===== src/rtl/map_ss_seq.sv =====
// map_ss_seq -- save-state sequencer for mapper modules.
//
// SAVE walks the mapper's save-state register dump (ss_addr 0..REG_CNT-1,
// then IDX_ADDR for map_idx) and stores each byte in a local buffer.
// LOAD first reads map_idx back and compares it with buffer[REG_CNT]; only
// on a match does it write buffer[0..REG_CNT-1] back to the mapper.
// Every mapper-side strobe is paced by the CPU M2 clock so that mapper
// registers latched on negedge m2 (or on clk while m2 is high) see stable
// address and data.
//
// Ports
//   clk, rst            system clock, synchronous active-high reset
//   m2                  CPU M2 phase, asynchronous to clk
//   cmd_save, cmd_load  one-clk command pulses (SAVE wins if both pulse)
//   hst_addr/_wdat/_we  host byte port into the buffer (writes in IDLE only)
//   hst_rdat            buffer read data, combinational; 0xFF above REG_CNT
//   ss_act              mapper save-state mode
//   ss_we               mapper register write strobe (LOAD data phase)
//   ss_addr, ss_wdat    mapper state index and write data
//   ss_rdat             mapper state readback
//   busy                sequence in progress
//   done                one-clk pulse on successful completion
//   err                 0 ok, 1 map_idx mismatch, 2 m2 timeout; held until
//                       the next command

module map_ss_seq #(
  parameter int REG_CNT  = 6,
  parameter int IDX_ADDR = 127,
  parameter int TMO_CYC  = 1023
) (
  input  logic       clk,
  input  logic       rst,
  input  logic       m2,
  input  logic       cmd_save,
  input  logic       cmd_load,
  input  logic [7:0] hst_addr,
  input  logic [7:0] hst_wdat,
  input  logic       hst_we,
  output logic [7:0] hst_rdat,
  output logic       ss_act,
  output logic       ss_we,
  output logic [7:0] ss_addr,
  output logic [7:0] ss_wdat,
  input  logic [7:0] ss_rdat,
  output logic       busy,
  output logic       done,
  output logic [1:0] err
);

  // Sequence position 0..REG_CNT; the buffer has REG_CNT+1 entries.
  localparam int PW = $clog2(REG_CNT + 1);
  localparam int TW = $clog2(TMO_CYC + 1);

  localparam logic [1:0] ERR_OK  = 2'd0;
  localparam logic [1:0] ERR_IDX = 2'd1;
  localparam logic [1:0] ERR_TMO = 2'd2;

  typedef enum logic [2:0] {
    S_IDLE, S_ARM, S_W_RISE, S_W_FALL, S_STEP, S_FIN, S_ABORT
  } state_t;

  typedef enum logic {
    MODE_SAVE,
    MODE_LOAD
  } mode_t;

  // Mapper address visited at a given sequence position.
  //   SAVE: 0..REG_CNT-1, then IDX_ADDR.
  //   LOAD: IDX_ADDR (map_idx check), then 0..REG_CNT-1.
  function automatic logic [7:0] pos_addr(input mode_t m, input logic [PW-1:0] p);
    if (m == MODE_SAVE)
      return (p == PW'(REG_CNT)) ? 8'(IDX_ADDR) : 8'(p);
    else
      return (p == '0) ? 8'(IDX_ADDR) : 8'(p - 1'b1);
  endfunction

  // Buffer slot paired with a sequence position; map_idx lives in slot REG_CNT.
  function automatic logic [PW-1:0] pos_bidx(input mode_t m, input logic [PW-1:0] p);
    if (m == MODE_SAVE)
      return p;
    else
      return (p == '0) ? PW'(REG_CNT) : (p - 1'b1);
  endfunction

  // ---------------------------------------------------------------------
  // Registers
  // ---------------------------------------------------------------------
  state_t          state_q;
  mode_t           mode_q;
  logic [PW-1:0]   pos_q;
  logic [TW-1:0]   tmo_q;
  logic            ss_act_q;
  logic            ss_we_q;
  logic [7:0]      ss_addr_q;
  logic [7:0]      ss_wdat_q;
  logic            busy_q;
  logic            done_q;
  logic [1:0]      err_q;
  logic [7:0]      mem_q [REG_CNT+1];

  // M2 synchroniser (s1, s2) plus a history flop for edge detection.
  logic            m2_s1_q;
  logic            m2_s2_q;
  logic            m2_prev_q;

  // ---------------------------------------------------------------------
  // Combinational helpers
  // ---------------------------------------------------------------------
  logic            m2_rise;
  logic            m2_fall;
  logic [PW-1:0]   pos_d;
  logic [PW-1:0]   bidx;
  mode_t           start_mode;
  logic            tmo_hit;
  logic            save_wr;
  logic            host_wr;
  logic            host_in_range;

  assign m2_rise       =  m2_s2_q & ~m2_prev_q;
  assign m2_fall       = ~m2_s2_q &  m2_prev_q;
  assign pos_d         = pos_q + 1'b1;
  assign bidx          = pos_bidx(mode_q, pos_q);
  assign start_mode    = cmd_save ? MODE_SAVE : MODE_LOAD;
  assign tmo_hit       = busy_q && (tmo_q == TW'(TMO_CYC));
  assign host_in_range = (hst_addr <= 8'(REG_CNT));

  // SAVE captures the byte the mapper presents at the end of the bus cycle.
  assign save_wr = (state_q == S_W_FALL) && (mode_q == MODE_SAVE) && m2_fall;
  // The host may only touch the buffer while no sequence owns it.
  assign host_wr = (state_q == S_IDLE) && hst_we && host_in_range;

  always_comb begin
    // NOTE: hst_rdat gets a default before the conditional update so no
    // path leaves it unassigned and no latch is inferred.
    hst_rdat = 8'hFF;
    if (host_in_range) hst_rdat = mem_q[hst_addr[PW-1:0]];
  end

  // ---------------------------------------------------------------------
  // M2 synchroniser and edge history
  // ---------------------------------------------------------------------
  // NOTE: sequential state is updated with non-blocking assignments so every
  // flop samples the pre-edge value of its neighbours (the chain shifts by
  // exactly one stage per clk).
  always_ff @(posedge clk) begin
    if (rst) begin
      m2_s1_q   <= 1'b0;
      m2_s2_q   <= 1'b0;
      m2_prev_q <= 1'b0;
    end else begin
      m2_s1_q   <= m2;
      m2_s2_q   <= m2_s1_q;
      m2_prev_q <= m2_s2_q;
    end
  end

  // ---------------------------------------------------------------------
  // State buffer
  // ---------------------------------------------------------------------
  // NOTE: the buffer has no reset on purpose: a reset mid-sequence must keep
  // whatever was already captured, and leaving it out keeps it a plain RAM.
  always_ff @(posedge clk) begin
    if (save_wr)
      mem_q[bidx] <= ss_rdat;
    else if (host_wr)
      mem_q[hst_addr[PW-1:0]] <= hst_wdat;
  end

  // ---------------------------------------------------------------------
  // Sequencer
  // ---------------------------------------------------------------------
  always_ff @(posedge clk) begin
    if (rst) begin
      state_q   <= S_IDLE;
      mode_q    <= MODE_SAVE;
      pos_q     <= '0;
      tmo_q     <= '0;
      ss_act_q  <= 1'b0;
      ss_we_q   <= 1'b0;
      ss_addr_q <= 8'h00;
      ss_wdat_q <= 8'h00;
      busy_q    <= 1'b0;
      done_q    <= 1'b0;
      err_q     <= ERR_OK;
    end else begin
      done_q <= 1'b0;

      // Idle-cycle counter: any m2 edge proves the bus is alive.
      if (state_q == S_IDLE || m2_rise || m2_fall)
        tmo_q <= '0;
      else
        tmo_q <= tmo_q + 1'b1;

      unique case (state_q)
        S_IDLE: begin
          if (cmd_save || cmd_load) begin
            mode_q    <= start_mode;
            pos_q     <= '0;
            ss_addr_q <= pos_addr(start_mode, '0);
            ss_wdat_q <= mem_q[pos_bidx(start_mode, '0)];
            ss_act_q  <= 1'b1;
            busy_q    <= 1'b1;
            err_q     <= ERR_OK;
            state_q   <= S_ARM;
          end
        end

        // Start on a bus-cycle boundary so the first strobe sees a full
        // low phase of stable address.
        S_ARM: begin
          if (m2_fall) state_q <= S_W_RISE;
        end

        S_W_RISE: begin
          if (m2_rise) state_q <= S_W_FALL;
        end

        // ss_we is held through the falling m2 edge and released on the
        // clk that detects it, so the mapper's negedge latch sees it high.
        S_W_FALL: begin
          if (m2_fall) begin
            ss_we_q <= 1'b0;
            if (mode_q == MODE_LOAD && pos_q == '0 &&
                ss_rdat != mem_q[REG_CNT]) begin
              ss_act_q <= 1'b0;
              busy_q   <= 1'b0;
              err_q    <= ERR_IDX;
              state_q  <= S_ABORT;
            end else begin
              state_q  <= S_STEP;
            end
          end
        end

        // Only place where address and data move; ss_we is low here.
        S_STEP: begin
          if (pos_q == PW'(REG_CNT)) begin
            ss_act_q <= 1'b0;
            busy_q   <= 1'b0;
            done_q   <= 1'b1;
            state_q  <= S_FIN;
          end else begin
            pos_q     <= pos_d;
            ss_addr_q <= pos_addr(mode_q, pos_d);
            ss_wdat_q <= mem_q[pos_bidx(mode_q, pos_d)];
            // Every LOAD position after the check is a data write.
            ss_we_q   <= (mode_q == MODE_LOAD);
            state_q   <= S_W_RISE;
          end
        end

        S_FIN:   state_q <= S_IDLE;
        S_ABORT: state_q <= S_IDLE;

        default: state_q <= S_IDLE;
      endcase

      // A stalled bus overrides whatever the sequence was doing.
      if (tmo_hit) begin
        ss_act_q <= 1'b0;
        ss_we_q  <= 1'b0;
        busy_q   <= 1'b0;
        done_q   <= 1'b0;
        err_q    <= ERR_TMO;
        state_q  <= S_ABORT;
      end
    end
  end

  assign ss_act  = ss_act_q;
  assign ss_we   = ss_we_q;
  assign ss_addr = ss_addr_q;
  assign ss_wdat = ss_wdat_q;
  assign busy    = busy_q;
  assign done    = done_q;
  assign err     = err_q;

endmodule


===== config.mk =====
export PLATFORM = sky130hd
export DESIGN_NAME = map_ss_seq
export DESIGN_NICKNAME = d
export VERILOG_FILES = /design/src/rtl/map_ss_seq.sv
export SDC_FILE = /design/constraint.sdc
export NUM_CORES = 1
export LEC_CHECK = 0
export ABC_AREA = 1
export BUFFER_PORTS_ARGS = -buffer_cell sky130_fd_sc_hd__buf_2
export CORE_MARGIN = 4
export CORE_UTILIZATION = 45
export CTS_CLUSTER_SIZE = 16
export DETAILED_ROUTE_END_ITERATION = 12
export PLACE_DENSITY = 0.67
export SLEW_MARGIN = 30
export SYNTH_ARGS = -nofsm -noshare
export SYNTH_HDL_FRONTEND = slang
export SYNTH_SLANG_ARGS = --single-unit

===== constraint.sdc =====
create_clock -name clk -period 2.2 [get_ports clk]
set_clock_uncertainty 0.2 [all_clocks]
set_input_delay 0.33 -clock clk [delete_from_list [all_inputs] [get_ports clk]]
set_output_delay 0.33 -clock clk [all_outputs]
set_load 0.02 [all_outputs]

==> out/qor.yml, run 1 <==
worst_setup_path:
  endpoint_kind: "flip-flop"
  cpPeakStageDelay_ns: 0.32
  crit_top_cell: "nand2_1"
  startpoint_type: "flip-flop"
  path_cells: "buf_6 > inv_2 > buf_6 > ha_2 > nand2_1 > nand2_1 > nand3_1 > nand2_1 > nand2_2 > inv_2 > nand2_1 > nor2_2 > buf_6"
  r2r_slack_ns: 0.03
  r2r_start: "pos_q[0]"
  reg2reg_depth: 13
  worst_path_max_delay_cell: "dfxtp_2"
  cp_data_required_time_ns: 2.05
  critPathMaxFanout: 8
  rr_endpoint: "mem_q[0][4]"
  cp.arrival_ns: 2.03
  crit_family: "simple AND/OR/NAND/NOR gates"
  cp_num_buf_inv: 5
  path_class: "flip-flop to flip-flop"
detailed_routing:
  drt_iter0_markers: 543
  remaining_drc_errors: 0
  ant_nets: 0
  first_pass_iters: 5
  wl_microns: 14430
  routedWlPerCell_microns: 16.12
  vias: 4854
  vias_per_cell: 5.423
sta:
  setup_viol: 0
  report.final.slew_viol_count: 0
  worstMarginPinSlew_ns: 0.4927
  rsz0062_at_grt: "true"
  fin_crit_sh: 0.9877
  hold_viol_final: 0
  fmax_mhz: 460.2
  relSlewSlack: 0.6715
  min_period_ns: 2.173
logic_synthesis:
  ys_top_cells_by_area: "edfxtp_1 (33%), dfxtp_1 (15%), nand2_1 (12%), a21oi_1 (5.9%), inv_1 (4.6%)"
  ys_types: 36
  synth.avg_cell_area_sq_um: 7.780
  yosysTopAreaCell: "edfxtp_1"
  syn_nets: 702
  ys_seq_elements: 94
  syn_inst: 664
  yosys_warnings: 0
  netlist.area_leader.share: 0.3255
  ys_seq_area_frac: 0.4728
  netlist_area_sq_um: 5166
global_routing:
  antenna_found_initial: 0
  grt_usage: 0.2144
  grt-ovfl-total: 0
  grt_pass1_vias: 4475
  grt_max_degree: 29
  grt_pass1_wl_microns: 22040
clock_tree:
  clockRootBuffer: "clkbuf_16"
  cts_inserted_buffers: 9
  cts_num_sinks: 94
  clkTransAtPathRegs_ns: 0.06
  cts_tree: "yes"
  clockBufferDepth: 2
  h-tree-depth: 3
  clk_latency_ns: 0.35
layout:
  finalNetCount: 788
  seq_area_sq_um: 2445
  final_util: 0.5721
  area_delta_synth_final_pct: 22.16
  diodes: 0
  fillers: 1018
  final_layout_size_suffix_gt1_frac: 0.2265
  multi_input_area_sq_um: 2356
run_status:
  status: "finished, final reports clean"
floorplan:
  fp-row-count: 38
  dieHeight_microns: 115.1
  core_area_sq_um: 11030
  dieArea_sq_um: 13260
  die_x_microns: 115.1
  ios: 60
  start_util: 0.4684
place:
  hpwlAfterDp_microns: 10690
  port_buffers: 59
  gp_congestion: 0.8870
pwr:
  total_leakage_power_nw: 2.695
  vdd_drop_max_mv: 0.9928
  power_w: 0.006418
  pwr_density_cell_nw_per_um2: 1017
worst_hold_path:
  holdPathStages: 2
  hold_class: "input port to flip-flop"
  min_to: "m2_s1_q"
  hold_path_startpoint: "rst"
job:
  timing.max_cap.violations: 0
## sequential cells by signal, indices dropped and copies added (netlist names)
signal	count
m2_prev_q	1
state_q	3
tmo_q	10
ss_we	1
mem_q	56
ss_addr	5
err	2
ss_wdat	8
busy	1
pos_q	3
mode_q	1
m2_s1_q	1
done	1
m2_s2_q	1
## logic make-up (layout without fill, tap and decap cells)
| group | after synthesis | after routing | synth area share |
|---|---|---|---|
| adder cells (fa/ha/maj) | 8 | 8 | 0.01938 |
| XOR/XNOR | 5 | 5 | 0.008476 |
| AND/OR/NAND/NOR | 307 | 307 | 0.2589 |
| flip-flops | 94 | 94 | 0.4728 |
| AO/OA/AOI/OAI | 146 | 146 | 0.1533 |
| buffers and inverters | 104 | 195 | 0.08719 |
## layout make-up
cell class / instances / area share
sequential: 94 / 0.3874
clock buffer: 10 / 0.03628
timing repair inverter: 1 / 0.0007930
inverter: 74 / 0.04520
clock inverter: 6 / 0.01209
multi-input combinational: 466 / 0.3733
tap: 140 / 0.02776
timing repair buffer: 104 / 0.1172
## metrics by stage
step	setup TNS [ns]	setup WS (ns)	instance area, sq um	instances	hold slack, ns
2_1_floorplan	0	0.02326	5167	664	0.1883
3_3_place_gp	-2.795	-0.08352	5811	874	0.2099
3_5_place_dp	-3.476	-0.07901	5811	874	0.2180
4_1_cts	-0.008352	-0.006075	6132	891	0.08334
5_1_grt	-0.6585	-0.04704	6311	895	0.1028
6_report	0	0.02699	6311	895	0.09819
## worst register-to-register path: cells and delay by family (launching register included)
kind	cells	cell delay [ns]
AND/OR/NAND/NOR	7	0.63
adder cells (fa/ha/maj)	1	0.17
buffers and inverters	5	0.56
flip-flops	1	0.32
## layout by cell type (no fill, tap or decap), types with 5 or more instances in the layout
cell	synthesis	routed
nor2_1	58	52
buf_4	9	28
inv_1	63	60
nor2_2	2	8
nor3_1	9	8
nand2_2	7	11
edfxtp_1	56	56
o21ai_0	44	43
o21ai_1	18	19
buf_2	9	59
dfxtp_1	38	36
inv_2	11	13
xnor2_1	5	5
a21oi_1	61	58
nand2_1	164	159
o211ai_1	16	16
nand3_1	47	46
a21oi_2	2	5
clkbuf_16	0	10
buf_6	2	11
## report_power, final
part / total [W] / switching (W) / leakage (nW) / internal, W
clock network: 0.00160 / 0.000620 / 0.149 / 0.000981
logic: 0.00271 / 0.00167 / 1.73 / 0.00104
registers: 0.00211 / 0.000100 / 0.815 / 0.00201
## how the worst max path moves through the flow
stage                      from           to  slack [ns]  cells past startpoint
floorplan              pos_q[0]   ss_wdat[0]        0.02                     16
global placement    hst_addr[5]  mem_q[2][5]       -0.08                     10
detailed placement  hst_addr[5]  mem_q[2][6]       -0.08                     10
CTS                    pos_q[1]   ss_wdat[4]      -0.006                     13
global route           pos_q[0]  mem_q[0][4]       -0.05                     13
finish                 pos_q[0]  mem_q[0][4]        0.03                     13
## layer usage
layer,track usage,routed length [microns],vias up
met3,0.03895,1026,35
met2,0.3530,6867,195
met1,0.2732,6016,2233
met4,0.1017,514,0
met5,0,0,-
li1,-,-,2391
## timing repair
item                                    4_1_cts  5_1_grt
hold buffers                                  1        0
gates resized for setup                       3       42
buffers inserted                              0        1
hold endpoints to repair                      1        0
endpoints found under the setup margin        6       75
gates cloned                                  0        3
pin swaps                                     0        7
## cells in the mapped netlist
cell type    n
nor2_2       2
xnor2_1      5
nor4_4       1
and3_1       2
nor3b_1      4
edfxtp_1    56
buf_2        9
buf_6        2
clkbuf_1    10
nand2_2      7
inv_2       11
nand2_4      2
nor2_4       1
nor2_1      58
inv_1       63
a21oi_1     61
nand3_2      1
o22ai_1      1
nand4_1      2
nand3_1     47
o221ai_1     1
nor3_1       9
o211ai_1    16
nand3b_1     3
or2_2        2
o21ai_0     44
dfxtp_1     38
nand2_1    164
or2_0        1
a211oi_1     2
nor4_1       1
o21ai_2      1
buf_4        9
ha_1         8
o21ai_1     18
a21oi_2      2
(Power assumes the default switching activity.)
==> run 2, diff against run 1 <==
--- a/config.mk
+++ b/config.mk
@@ -6,12 +6,13 @@
 export NUM_CORES = 1
 export LEC_CHECK = 0
 export ABC_AREA = 1
+export ABC_CLOCK_PERIOD_IN_PS = 2200
 export BUFFER_PORTS_ARGS = -buffer_cell sky130_fd_sc_hd__buf_2
 export CORE_MARGIN = 4
-export CORE_UTILIZATION = 45
+export CORE_UTILIZATION = 40
 export CTS_CLUSTER_SIZE = 16
 export DETAILED_ROUTE_END_ITERATION = 12
-export PLACE_DENSITY = 0.67
+export GPL_TIMING_DRIVEN = 0
 export SLEW_MARGIN = 30
 export SYNTH_ARGS = -nofsm -noshare
 export SYNTH_HDL_FRONTEND = slang
==> run 2 against run 1 <==
First-iteration DRC count shrank 15%. Largest power group unchanged. Count of clock-buffer cells in the layout grew 1. Total power grew 7.3%. Combinational power grew 15%. Wire length grew 9.7%. Sequential power is essentially flat. Via count grew 2.9%. Hold slack gained 0.040 ns. Clock power grew 2%.
==> out/qor.yml, run 2 (same netlist as run 1, synthesis figures left out) <==
pwr:
  pwr_density_cell_nw_per_um2: 1032
  power_w: 0.006885
  total_leakage_power_nw: 2.784
  vdd_drop_max_mv: 0.4527
layout:
  final_common_cell: "nand2_1"
  area_delta_synth_final_pct: 29.09
  layout_common_cells: "nand2_1 (149), buf_2 (60), inv_1 (58)"
  top_register: "mem_q"
  finalNetCount: 798
  fillers: 1187
  largest_reg_flops: 56
  final_layout_size_suffix_gt1_frac: 0.2670
  final_cells: 936
  diodes: 0
sta:
  hold_viol_final: 0
  fmax_mhz: 457.8
  rsz0062_at_grt: "true"
  relSlewSlack: 0.6818
  fin_tns_setup_ns: 0
  worstMarginPinSlew_ns: 0.4774
  report.final.slew_viol_count: 0
  min_period_ns: 2.184
  setup_viol: 0
  fin_crit_sh: 0.9929
clock_tree:
  h-tree-depth: 3
  clockBufferDepth: 2
  cts_num_sinks: 94
  clkTransAtPathRegs_ns: 0.07
  clockRootBuffer: "clkbuf_16"
  cts_inserted_buffers: 9
  clk_latency_ns: 0.35
  cts_tree: "yes"
floorplan:
  start_util: 0.4094
  die_x_microns: 121.6
  dieHeight_microns: 121.6
  core_area_sq_um: 12620
  ios: 60
  fp-row-count: 41
  dieArea_sq_um: 14800
place:
  hpwlAfterDp_microns: 11090
  dp.cells: 892
  gp_congestion: 0.9231
  port_buffers: 56
worst_setup_path:
  cp_data_required_time_ns: 2.24
  path_class: "flip-flop to flip-flop"
  startpoint_type: "flip-flop"
  critPathMaxFanout: 7
  cp.arrival_ns: 2.23
  endpoint_kind: "flip-flop"
detailed_routing:
  vias: 4997
  wl_microns: 15820
  ant_nets: 0
  vias_per_cell: 5.339
  routedWlPerCell_microns: 16.90
  drt_iter0_markers: 463
  first_pass_iters: 5
  remaining_drc_errors: 0
global_routing:
  antenna_found_initial: 0
  grt_max_degree: 15
  grt_usage: 0.2095
  grt-ovfl-total: 0
  grt_pass1_wl_microns: 23770
  grt_pass1_vias: 4617
job:
  timing.max_cap.violations: 0
worst_hold_path:
  hold_class: "input port to flip-flop"
run_status:
  status: "finished, final reports clean"
## run 2: cell count changes in the layout (fill, tap and decap cells not counted), sizes merged
cell      before  now
clkinvlp       0    2
inv           74   72
clkinv         5    2
clkbuf        11   25
buf          102  100
## run 2: path summary, 6_finish.rpt
| path | start | endpoint | slack, ns | cells after the start |
|---|---|---|---|---|
| max | pos_q[0] | ss_wdat[6] | 0.02 | 16 |
| min | cmd_load | mode_q | 0.14 | 3 |
| max reg2reg | pos_q[0] | ss_wdat[6] | 0.02 | 16 |
| min reg2reg | m2_s1_q | m2_s2_q | 0.21 | 2 |
## run 2: routing by layer
metal / routed length [microns] / track usage / up-vias
li1: - / - / 2416
met1: 6762 / 0.2729 / 2355
met2: 7513 / 0.3340 / 189
met3: 1052 / 0.04875 / 37
met4: 494 / 0.09174 / 0
met5: 0 / 0 / -
## run 2: metrics by stage
stage	hold slack, ns	util	instance area, sq um	worst slack, ns
CTS	0.1104	0.4980	6285	-0.01357
floorplan	0.1883	-	5167	0.02326
finish	0.1378	0.5285	6669	0.01561
global placement	0.2097	0.4487	5663	-0.6939
detailed placement	0.2078	0.4487	5663	-0.7269
global route	0.1381	0.5285	6669	-0.06950
## run 2: what timing repair did
action,4_1_cts,5_1_grt
buffers inserted,15,10
pin swaps,11,26
cloned,0,3
hold buffers,1,0
endpoints found under the setup margin,129,70
resized for setup,44,71
hold endpoints to repair,1,0
## run 2: critical path: stages (launching register included)
cell and delay [ns]:
dfxtp_4 0.41, ha_4 0.18, nand2_4 0.06, nand2_4 0.09, ha_4 0.15, inv_4 0.04, nand2_4 0.05, nand2_4 0.07
nand2_8 0.13, clkinv_8 0.08, buf_4 0.14, nor2_2 0.06, nor2_1 0.04, o21ai_1 0.09, nand2_1 0.13, nand2_1 0.08
a21oi_1 0.05
## run 2: area by class of cell
cell class	count	area, sq um	share of cell area
plain buffers	30	231.5	0.03471
clock buffers	11	232.7	0.03490
clock inverters	4	72.57	0.01088
inverters	74	301.5	0.04522
multi-input cells	466	2554	0.3829
flip-flops and latches	94	2451	0.3675
well taps	172	215.2	0.03227
repair buffers	85	610.6	0.09156
## run 2: power by group
group          leakage, nW  internal, W  switching [W]
logic                 1.82      0.00121        0.00189
clock network        0.146     0.000988       0.000647
registers            0.816      0.00201       0.000132
==> run 3, diff against run 2 <==
--- a/config.mk
+++ b/config.mk
@@ -9,10 +9,11 @@
 export ABC_CLOCK_PERIOD_IN_PS = 2200
 export BUFFER_PORTS_ARGS = -buffer_cell sky130_fd_sc_hd__buf_2
 export CORE_MARGIN = 4
-export CORE_UTILIZATION = 40
+export CORE_UTILIZATION = 53
 export CTS_CLUSTER_SIZE = 16
 export DETAILED_ROUTE_END_ITERATION = 12
 export GPL_TIMING_DRIVEN = 0
+export PLACE_DENSITY = 0.76
 export SLEW_MARGIN = 30
 export SYNTH_ARGS = -nofsm -noshare
 export SYNTH_HDL_FRONTEND = slang
==> run 3 against run 2 <==
Critical path depth down 10. Die area down 23%. Total power down 15%. Fmax up 1.0%. Critical endpoint is now mem_q[5][0]. Highest routed layer unchanged.
==> out/qor.yml, run 3 (same netlist as run 1, synthesis figures left out) <==
sta:
  report.final.slew_viol_count: 0
  setup_viol: 0
  fmax_mhz: 462.4
  hold_viol_final: 0
  rsz0062_at_grt: "true"
  holdWs_ns: 0.1081
  worstMarginPinSlew_ns: 0.5880
  min_period_ns: 2.163
  fin_crit_sh: 0.9830
  fin_tns_setup_ns: 0
  relSlewSlack: 0.6080
detailed_routing:
  vias: 5044
  wl_met1_microns: 5894
  vias_per_cell: 5.693
  first_pass_iters: 5
  remaining_drc_errors: 0
  wl_microns: 14410
  routed.top_layer: "met4"
  routedWlPerCell_microns: 16.27
  wl_met3_microns: 1315
  wl_met2_microns: 6753
  ant_nets: 0
  drt_iter0_markers: 386
layout:
  finalNetCount: 790
  final_layout_size_suffix_gt1_frac: 0.2404
  final_cells: 886
  largest_reg_flops: 56
  final_common_cell: "nand2_1"
  top_register: "mem_q"
  multi_input_area_sq_um: 2450
  layout_common_cells: "nand2_1 (155), buf_2 (60), inv_1 (59)"
  diodes: 0
  area_delta_synth_final_pct: 20.85
  fillers: 787
  finalInstanceArea_sq_um: 6243
  seq_area_sq_um: 2451
global_routing:
  grt_max_degree: 18
  grt-ovfl-total: 0
  grt_usage: 0.2489
  antenna_found_initial: 0
  grt_pass1_wl_microns: 22400
  grt_pass1_vias: 4682
clock_tree:
  clockRootBuffer: "clkbuf_8"
  cts_num_sinks: 94
  clk_latency_ns: 0.37
  cts_tree: "yes"
  cts_inserted_buffers: 9
  h-tree-depth: 3
  clkTransAtPathRegs_ns: 0.09
  clockBufferDepth: 2
pwr:
  p_comb_frac: 0.450
  vdd_drop_max_mv: 0.4783
  clkPwrFrac: 0.185
  power_frac_seq: 0.364
  p_sw_w: 0.002492
  total_leakage_power_nw: 2.634
  power_w: 0.005857
  swShare: 0.4255
  pwr_density_cell_nw_per_um2: 938.1
  p_int_w: 0.003365
worst_setup_path:
  path_cells: "nor2_4 > nand2_4 > nor2_4 > nand2_2 > buf_2 > a21oi_1"
  crit_top_cell: "nor2_4"
  startpoint_type: "flip-flop"
  cpPeakStageDelay_ns: 0.52
  cp_data_required_time_ns: 2.10
  crit_family: "simple AND/OR/NAND/NOR gates"
  cp_num_buf_inv: 1
  endpoint_kind: "flip-flop"
  cp.arrival_ns: 2.06
  critPathMaxFanout: 10
  worst_path_max_delay_cell: "a21oi_1"
  path_class: "flip-flop to flip-flop"
run_status:
  status: "finished, final reports clean"
place:
  dpl_cell_area_sq_um: 5609
  gp_congestion: 0.9361
  port_buffers: 56
  hpwlAfterDp_microns: 10270
  dp.cells: 849
floorplan:
  die_x_microns: 106.7
  start_util: 0.5513
  core_area_sq_um: 9371
  dieArea_sq_um: 11390
  fp-row-count: 35
  ios: 60
  dieHeight_microns: 106.7
worst_hold_path:
  hold_class: "input port to flip-flop"
job:
  timing.max_cap.violations: 0
[run 3: area by class of cell]
type                            instances  area share
Buffer                                 30     0.03467
Clock buffer                           10     0.02044
Clock inverter                          6    0.008617
Inverter                               74     0.04489
Multi-Input combinational cell        466      0.3924
Sequential cell                        94      0.3926
Tap cell                              129     0.02585
Timing Repair Buffer                   77     0.08056
[run 3: worst paths after layout]
kind         startpoint     endpoint  slack, ns  cells past startpoint
min            cmd_load       mode_q       0.11                      3
min reg2reg     m2_s1_q      m2_s2_q       0.23                      2
max          state_q[0]  mem_q[5][0]       0.04                      6
max reg2reg  state_q[0]  mem_q[5][0]       0.04                      6
[run 3: power groups by stage]
| stage | logic, W | registers [W] | clock network [W] |
|---|---|---|---|
| finish | 0.00264 | 0.00213 | 0.00109 |
| global route | 0.00286 | 0.00215 | 0.00116 |
| CTS | 0.00246 | 0.00211 | 0.00110 |
| detailed placement | 0.00222 | 0.00216 | 0 |
| global placement | 0.00218 | 0.00216 | 0 |
| floorplan | 0.00152 | 0.00225 | 0 |
[run 3: what timing repair did]
item                                   4_1_cts  5_1_grt
setup buffers                               15        5
hold buffers                                 1        0
gates resized for setup                     40       37
endpoints found under the hold margin        1        0
pin swaps                                   12        8
setup endpoints to repair                  101       97
[run 3: per-stage QoR]
stage	util	setup WS, ns
after floorplan	-	0.02326
after global placement	0.5985	-0.5168
after detailed placement	0.5985	-0.6004
after CTS	0.6518	0.01052
after global routing	0.6662	-0.05078
final	0.6662	0.03730
[run 3: routing by layer]
layer  vias to the layer above  track usage
li1                       2391            -
met1                      2328       0.3217
met2                       276       0.4110
met3                        49      0.05178
met4                         0      0.09498
met5                         -            0
[run 3: worst reg2reg max path: cells and delay by family, from the launching register on]
family | cells | cell delay [ns]
buf+inv | 1 | 0.23
simple gates | 4 | 0.56
flops | 1 | 0.39
compound gates | 1 | 0.52
